[src/rtl/program_loader_pkg.sv]
// Shared types for the program loader: FSM state encoding and word geometry.
package program_loader_pkg;
  localparam int WORD_BYTES = 4;
  localparam int IDX_W      = $clog2(WORD_BYTES);

  typedef enum logic [2:0] {
    S_HDR,
    S_DATA,
    S_CHK,
    S_DONE,
    S_ERR
  } loader_state_t;
endpackage

[src/rtl/program_loader_if.sv]
// Byte-stream handshake into the loader; a transfer is byte_valid & byte_ready.
interface program_loader_if;
  import program_loader_pkg::*;

  logic       byte_valid;
  logic [7:0] byte_data;
  logic       byte_ready;

  modport master (output byte_valid, output byte_data, input byte_ready);
  modport slave  (input byte_valid, input byte_data, output byte_ready);
endinterface

[src/rtl/program_loader_packer.sv]
// byte_to_word_packer: gathers WORD_BYTES bytes, LSB first, into one word.
// done is high in the cycle the final byte is presented, with word already
// complete, so the owner can register the result on that same edge.
module byte_to_word_packer
  import program_loader_pkg::*;
(
  input  logic                    clk,
  input  logic                    rst,
  input  logic                    clr,
  input  logic                    in_valid,
  input  logic [7:0]              in_byte,
  output logic [8*WORD_BYTES-1:0] word,
  output logic                    done
);
  logic [IDX_W-1:0]           idx;
  logic [WORD_BYTES-2:0][7:0] lane;

  assign done = in_valid && (idx == IDX_W'(WORD_BYTES - 1));
  assign word = {in_byte, lane};

  // Byte index and lower byte lanes; index restarts whenever the owner changes phase.
  always_ff @(posedge clk) begin
    if (rst) begin
      idx  <= '0;
      lane <= '0;
    end else begin
      if (clr)           idx <= '0;
      else if (in_valid) idx <= idx + IDX_W'(1);
      for (int g = 0; g < WORD_BYTES - 1; g++)
        if (in_valid && idx == IDX_W'(g)) lane[g] <= in_byte;
    end
  end
endmodule

[src/rtl/program_loader.sv]
// program_loader: receives a word-count header plus little-endian words over a
// byte stream and writes them to instruction memory from BASE_ADDR upward,
// keeping the core in reset until the image is complete.
// Optional trailing XOR checksum byte: define LOADER_CHECKSUM_EN.
module program_loader
  import program_loader_pkg::*;
#(
  parameter logic [31:0] BASE_ADDR = 32'h0000_0000,
  parameter int          MAX_WORDS = 32768
) (
  input  logic              clk,
  input  logic              rst,
  program_loader_if.slave   bs,
  output logic              wr_en,
  output logic [31:0]       wr_addr,
  output logic [31:0]       wr_data,
  output logic [31:0]       words_done,
  output logic              core_run,
  output logic              load_err
);
  loader_state_t state;
  logic [31:0]   count;
  logic          take;
  logic          pk_valid;
  logic          pk_done;
  logic [31:0]   pk_word;
  logic          last_word;
  logic          pk_clr;
`ifdef LOADER_CHECKSUM_EN
  logic [7:0]    csum;
`endif

  assign take      = bs.byte_valid && bs.byte_ready;
  assign pk_valid  = take && (state == S_HDR || state == S_DATA);
  assign last_word = (words_done + 32'd1) == count;
  // Phase change: header complete, or last data word complete.
  assign pk_clr    = pk_done && (state == S_HDR || last_word);

  byte_to_word_packer u_packer (
    .clk      (clk),
    .rst      (rst),
    .clr      (pk_clr),
    .in_valid (pk_valid),
    .in_byte  (bs.byte_data),
    .word     (pk_word),
    .done     (pk_done)
  );

  // Loader FSM with registered write strobe, status and handshake outputs.
  always_ff @(posedge clk) begin
    if (rst) begin
      state         <= S_HDR;
      count         <= '0;
      words_done    <= '0;
      wr_en         <= 1'b0;
      wr_addr       <= BASE_ADDR;
      wr_data       <= '0;
      core_run      <= 1'b0;
      load_err      <= 1'b0;
      bs.byte_ready <= 1'b1;
`ifdef LOADER_CHECKSUM_EN
      csum          <= '0;
`endif
    end else begin
      wr_en <= 1'b0;
      case (state)
        S_HDR: begin
          if (pk_done) begin
            count <= pk_word;
            if (pk_word == '0) begin
              // Empty image: release the core right away.
              state         <= S_DONE;
              core_run      <= 1'b1;
              bs.byte_ready <= 1'b0;
            end else if (pk_word > 32'(MAX_WORDS)) begin
              state         <= S_ERR;
              load_err      <= 1'b1;
              bs.byte_ready <= 1'b0;
            end else begin
              state <= S_DATA;
            end
          end
        end
        S_DATA: begin
`ifdef LOADER_CHECKSUM_EN
          if (pk_valid) csum <= csum ^ bs.byte_data;
`endif
          if (pk_done) begin
            wr_en      <= 1'b1;
            wr_data    <= pk_word;
            wr_addr    <= BASE_ADDR + (words_done << 2);
            words_done <= words_done + 32'd1;
            if (last_word) begin
`ifdef LOADER_CHECKSUM_EN
              state <= S_CHK;
`else
              // core_run follows one cycle later, from S_DONE.
              state         <= S_DONE;
              bs.byte_ready <= 1'b0;
`endif
            end
          end
        end
`ifdef LOADER_CHECKSUM_EN
        S_CHK: begin
          if (take) begin
            bs.byte_ready <= 1'b0;
            if (bs.byte_data == csum) begin
              state <= S_DONE;
            end else begin
              state    <= S_ERR;
              load_err <= 1'b1;
            end
          end
        end
`endif
        S_DONE: begin
          core_run      <= 1'b1;
          bs.byte_ready <= 1'b0;
        end
        S_ERR: begin
          load_err      <= 1'b1;
          core_run      <= 1'b0;
          bs.byte_ready <= 1'b0;
        end
        default: begin
          state <= S_ERR;
        end
      endcase
    end
  end
endmodule

[src/flat_wrapper.sv]
// flat-port wrapper written by rule: the top's interface ports become plain ports
module program_loader_flat import program_loader_pkg::*;
#(
  parameter logic [31:0] BASE_ADDR = 32'h0000_0000,
  parameter int          MAX_WORDS = 32768
)
  (clk, rst, wr_en, wr_addr, wr_data, words_done, core_run, load_err, bs_byte_valid, bs_byte_data, bs_byte_ready);
  program_loader_if bs_i ();
  input  logic clk;
  input  logic rst;
  output logic wr_en;
  output logic [31:0] wr_addr;
  output logic [31:0] wr_data;
  output logic [31:0] words_done;
  output logic core_run;
  output logic load_err;
  input wire logic [$bits(bs_i.byte_valid)-1:0] bs_byte_valid;
  input wire logic [$bits(bs_i.byte_data)-1:0] bs_byte_data;
  output wire logic [$bits(bs_i.byte_ready)-1:0] bs_byte_ready;
  assign bs_i.byte_valid = bs_byte_valid;
  assign bs_i.byte_data = bs_byte_data;
  assign bs_byte_ready = bs_i.byte_ready;
  program_loader #(.BASE_ADDR(BASE_ADDR), .MAX_WORDS(MAX_WORDS)) u_core (.clk(clk), .rst(rst), .bs(bs_i), .wr_en(wr_en), .wr_addr(wr_addr), .wr_data(wr_data), .words_done(words_done), .core_run(core_run), .load_err(load_err));
endmodule
[config.mk]
export PLATFORM = sky130hd
export DESIGN_NAME = program_loader_flat
export DESIGN_NICKNAME = d
export VERILOG_FILES = /design/src/rtl/program_loader_pkg.sv /design/src/rtl/program_loader_if.sv /design/src/rtl/program_loader_packer.sv /design/src/rtl/program_loader.sv /design/src/flat_wrapper.sv
export SDC_FILE = /design/constraint.sdc
export NUM_CORES = 1
export LEC_CHECK = 0
export CORE_ASPECT_RATIO = 1.2
export CORE_MARGIN = 10
export CORE_UTILIZATION = 40
export CTS_CLUSTER_SIZE = 8
export DETAILED_ROUTE_END_ITERATION = 8
export PLACE_DENSITY_LB_ADDON = 0.12
export SLEW_MARGIN = 25
export SYNTH_ARGS = -nofsm -noshare
export SYNTH_HDL_FRONTEND = slang
export SYNTH_SLANG_ARGS = --single-unit
[constraint.sdc]
create_clock -name clk -period 2.4 [get_ports clk]
set_input_delay 0.36 -clock clk [delete_from_list [all_inputs] [get_ports clk]]
set_output_delay 0.36 -clock clk [all_outputs]
set_load 0.03 [all_outputs]
* Word-level counts from Yosys, hierarchy flattened
Index checks and enable logic that the tools add are counted.
Storage, ports and cells: word-level logic and storage cells 76, register bits 159
Cells by class: order comparisons 1, add/subtract/negate cells 2, bitwise operators 2, equal/unequal tests 14, reductions and logical operators 24, mux-type cells 20
Operators with widths (count):
- $add 32x1->32 const B | 1
- $eq 32x32->1 | 1
- $gt 32x16->1 const B | 1
- $logic_not 32->1 | 1
- $mux 3 | 5
- $mux 1 | 11
- $pmux 3 s3 | 1
- $reduce_and 4->1 | 2
- $logic_and 1x1->1 | 7
- $ne 2x1->1 const B | 3
- $ne 2x2->1 const B | 3
- $pmux 1 s3 | 2
- $reduce_bool 3->1 | 2
- $reduce_or 2->1 | 3
- $reduce_and 5->1 | 1
- $eq 2x2->1 const B | 2
- $reduce_and 2->1 | 2
- $eq 3x1->1 const B | 1
- $eq 3x2->1 const B | 1
- $eq 3x3->1 const B | 1
- $logic_not 3->1 | 1
- $ne 3x3->1 const B | 1
- $reduce_and 3->1 | 1
- $add 2x1->2 const B | 1
- 6 further kinds | 8

* Depth between registers and ports, before layout
word-level depth 6, mapped depth 10, mapped depth without buffers 8

* Hierarchy
Synthesis repeated with hierarchy kept, for this count alone.
Second synthesis, totals: cells, all modules 909, area, all modules 7317.0 um^2
By module, submodules not included:
- program_loader | instances 1, cells an instance 798, area an instance 6137.1 um^2, seq. area each 2662.6 um^2
- byte_to_word_packer | instances 1, cells an instance 111, area an instance 1179.9 um^2, seq. area each 520.5 um^2

* Least setup slack after synthesis
No wires, ideal clock.
kind register -> register, start register u_core.words_done[0], end register u_core.state[1], arrival 2664 ps, required time 2278 ps, path slack -385 ps, period minus slack after synthesis 2785 ps, buffers on the path 1, setup time 122 ps, cell stages (with the launch flop) 10, cell sequence dfxtp_1 ha_1 nand4_1 or4_1 buf_2 o311ai_1 o32ai_2 o21ai_1 nor4_4 o311a_1
On the way: longest elaborated chain between the ends 4
RTL lines:
- from (decl) | line program_loader.sv:17 | output logic [31:0] words_done,
- from (signal assigned) | line program_loader.sv:92 | words_done <= words_done + 32'd1;
- $add 32x1->32 | line program_loader.sv:35 | assign last_word = (words_done + 32'd1) == count;
- $eq 32x32->1 | line program_loader.sv:35
- $ne 2x1->1 (no line)
- $reduce_and 4->1 (no line)
- to (signal assigned) | line program_loader.sv:52 | state <= S_HDR;
- to (signal assigned) | line program_loader.sv:72 | state <= S_DONE;
- to (signal assigned) | line program_loader.sv:76 | state <= S_ERR;
- to (decl) | line program_loader.sv:21 | loader_state_t state;
Every way passes these cells. A chain may end at the register's enable or synchronous reset.

* Final worst setup path
start register u_core.words_done[1], end register u_core.state[1]
Same word-level chain as after synthesis.

==> metrics.md <==
| Metric | Value |
|---|---|
| Worst EP arrival | between 2 and 3 ns |
| H-tree Lvls | 4 |
| Core footprint | 17,600 sq um |
| Setup Crit Path Kind | flip-flop to flip-flop |
| Clock Skews | 0.00824 ns |
| Part of the power in combinational logic | 0.042 |
| DR WL/cell | roughly 17 um |
| Clock-pin slew on the worst setup and hold paths | 0.06 ns |
| First-pass GRT wire length | between 30,000 and 40,000 um |
| Reg2Reg Setup Slack | -0.07 ns |
| Crit path required time | 2.77 ns |
| Hold buffer count at cts | 0 |
| Aggregate global-route resource usage | 0.183 |
| Post-synth top flop | dfxtp_1 |
| Syn avg cell area | 7.79 sq um |
| Sequential fraction of the synthesis area | 0.443 |
| Initial antenna violation count | 0 |
| Synth cell types | 54 |
| Max clock buf depth | 2 |
| Switch share | 0.246 |
| Max-slew violations | 0 |
| Drt pass-1 iters | 5 |
| Synth Warn # | 0 |
| Sink Count | 159 |
| Final setup viols | 4 |
| PD cells | 568 nW/um^2 |
| Max Cap Viol | 0 |
| Share of cells above drive strength 1 | 0.151 |
| Root Buffer | clkbuf_16 |
| Maximum vdd drop | around 470 uV |
| Vias | 6,749 |
| Final Cycle Share | 1.03 |
| GP Congestion | 0.935 |
| Sw power | between 1 and 1.5 mW |
| DIE WIDTH | 142 um |
| Pre-CTS WS | -0.0709 ns |
| Total power | 5.57 mW |
| Layout net count | roughly 1,100 |
| Post-DP Area | 9170 sq um |
| Cell Rows | 53 |
| Slew headroom | 0.655 |
| CP startpoint kind | flip-flop |
| Post-DP HPWL | 16,100 um |
| Hold Path Class | input pin to flip-flop |
| Setup slack after layout | -0.0747 ns |
| Crit Path Max Fanout | 5 |
| Initial detailed-routing violation count | 429 |
| Final Hold Viols | 0 |
| Cell area after layout | slightly below 10,000 sq um |
| Yosys reg bits | 159 |
| PortBufs | 108 |
| Mapped Area | 7190 sq um |
| Async SR Flop Fraction | 0 |
| RSZ-0062 raised after global routing | yes |
| Die height | between 150 and 200 um |
| TritonCTS Buffers | 17 |
| CTS tree | done |
| Starting density of the core | 0.409 |
| Number of global-route vias before repair | 6,670 |
| I/O Pins | 111 |
| Total gr overflow | 0 |
| Worst-Skew Late Latency | 0.43 ns |
| Final core occ | 0.558 |
| Synthesis-to-finish area growth | 36.4% |
| Leak Pwr | roughly 3.5 nW |
| Clock power frac | 0.476 |
| Failing checks | setup timing |
| Cells after synthesis | 923 |
| Fillers | 1,695 |
| Drt drc | 0 |
| Share of power burned in registers | 0.482 |
| Drt via density | 5.15 |
| Largest net degree at the start of global routing | 57 |
| Worst slew pin tran | 0.517 ns |
| Number of synthesized flops with an enable pin | 0 |
| Status | finished with violations |
| Antenna diodes | 0 |
| Final ANT Viol Nets | 0 |
| Internal | between 4 and 5 mW |
| Final period demand of the worst path | 2.47 ns |
| CP endpoint kind | flip-flop |
| Die ar. | 23,800 sq um |
| WL final | approximately 22,000 um |
| Fmax | 404 MHz |
-- registers in the layout, summed over array words and instances, names as in the netlist --
signal,flops
u_core.state,3
u_core.wr_en,1
u_core.bs.byte_ready,1
u_core.wr_data,32
u_core.wr_addr,30
u_core.count,32
u_core.u_packer.word,24
u_core.core_run,1
u_core.words_done,32
u_core.load_err,1
u_core.u_packer.idx,2
-- through the flow --
| stage | std cells | hold WS, ns | setup TNS [ns] |
|---|---|---|---|
| final | 1310 | 0.394 | -0.209 |
| after floorplan | 924 | 0.448 | -0.201 |
| after CTS | 1310 | 0.386 | -0.201 |
| after global routing | 1310 | 0.424 | -0.578 |
| after global placement | 1277 | 0.439 | -0.0660 |
| after detailed placement | 1277 | 0.445 | -0.368 |
-- layout by cell type (no fill, tap or decap), types with 3 or more instances in the layout --
cell / n
and3_1: 7
nand2b_1: 4
o2111ai_1: 3
clkdlybuf4s50_1: 107
clkbuf_16: 18
inv_6: 4
inv_1: 8
nor2_1: 51
nor4_1: 14
nor4_4: 4
o211ai_1: 3
a31oi_1: 5
nand3_1: 35
dfxtp_1: 143
nand4_1: 18
buf_4: 91
dfxtp_4: 12
nand2_1: 240
and2_1: 11
xnor2_1: 38
a211oi_1: 3
clkinvlp_4: 3
dfxtp_2: 4
buf_12: 7
nor3_1: 19
xor2_1: 29
or3_1: 4
a21oi_1: 131
nor2b_1: 4
ha_1: 4
and4_1: 7
o21ai_0: 10
-- critical path, cell delays in order (launching register included) --
cell and delay [ns]:
dfxtp_4 0.36, ha_4 0.12, nand4_1 0.08, buf_6 0.15
or4_4 0.45, or3_4 0.39, o32ai_4 0.21, o21ai_2 0.10
nor4_4 0.35, o311a_1 0.20
-- kinds of logic (layout without fill, tap and decap cells) --
family | count (synthesis) | in the layout | share of synthesized area
AOI/OAI and AO/OA | 178 | 178 | 0.141
and+or+nand+nor | 431 | 431 | 0.279
buffers and inverters | 81 | 247 | 0.0454
muxes | 1 | 1 | 0.00139
other | 1 | 2 | 0.000522
xor gates and xnor gates | 67 | 67 | 0.0816
DFF | 159 | 159 | 0.443
adders and majority gates | 5 | 5 | 0.00870
-- cells in the mapped netlist (3+ instances only) --
cell type  count  area, sq um
a31oi_1        5         31.3
and3_1         8         50.1
inv_1          8         30.0
and2_1        11         68.8
nand3_1       35          175
nand2b_1       4         25.0
nand4_1       18          113
dfxtp_1      159         3180
o2111ai_1      3         26.3
a21oi_1      131          656
nor3_1        19         95.1
nor4_1        14         87.6
xnor2_1       38          333
clkbuf_1      59          221
or4_1          4         30.0
or3_1          5         31.3
xor2_1        29          254
nor2b_1        4         25.0
buf_2          9         45.0
a211oi_1       3         22.5
ha_1           5         62.6
nand2_1      240          901
o211ai_1       3         22.5
and4_1         7         61.3
nor2_1        51          191
o21ai_0       10         50.1
buf_4          3         22.5
-- cell type report --
class                   instances  area (sq um)  share of cell area
clock buffers                  21           482              0.0491
flip-flops and latches        159          3230               0.330
repair buffers                207          1920               0.196
clock inverters                11          93.8             0.00957
multi-input cells             684          3770               0.385
well taps                     220           275              0.0281
inverters                       8          30.0             0.00306
-- power by group through the flow --
stage | Clock [mW] | Combinational, mW | Sequential (mW)
4_1_cts | 2.72 | 0.233 | 2.68
5_1_grt | 2.81 | 0.256 | 2.69
2_1_floorplan | 0 | 0.139 | 2.73
3_5_place_dp | 0 | 0.232 | 2.74
6_report | 2.65 | 0.231 | 2.69
3_3_place_gp | 0 | 0.230 | 2.75
-- routing by layer --
layer  vias up  track usage  routed length [um]
li1       3450            -                   -
met1      3137        0.233                9830
met2       147        0.299               10600
met3        15       0.0498                1290
met4         0       0.0454                 212
met5         -            0                   0
-- worst paths after layout --
path,cells past startpoint,startpoint,end
worst min-delay path,2,rst,u_core.count[1]
worst max-delay path,9,u_core.words_done[1],u_core.state[1]
worst min register to register,2,u_core.wr_addr[12],u_core.wr_addr[12]
worst max register to register,9,u_core.words_done[1],u_core.state[1]
-- repair_timing --
item | 4_1_cts | 5_1_grt
gates resized for setup | 5 | 3
endpoints found under the setup margin | 4 | 4
pin swaps | 5 | 0
setup buffers | 1 | 0
cloned | 0 | 0
endpoints found under the hold margin | 0 | 0
Note: power is estimated with default switching activity, not from simulation.
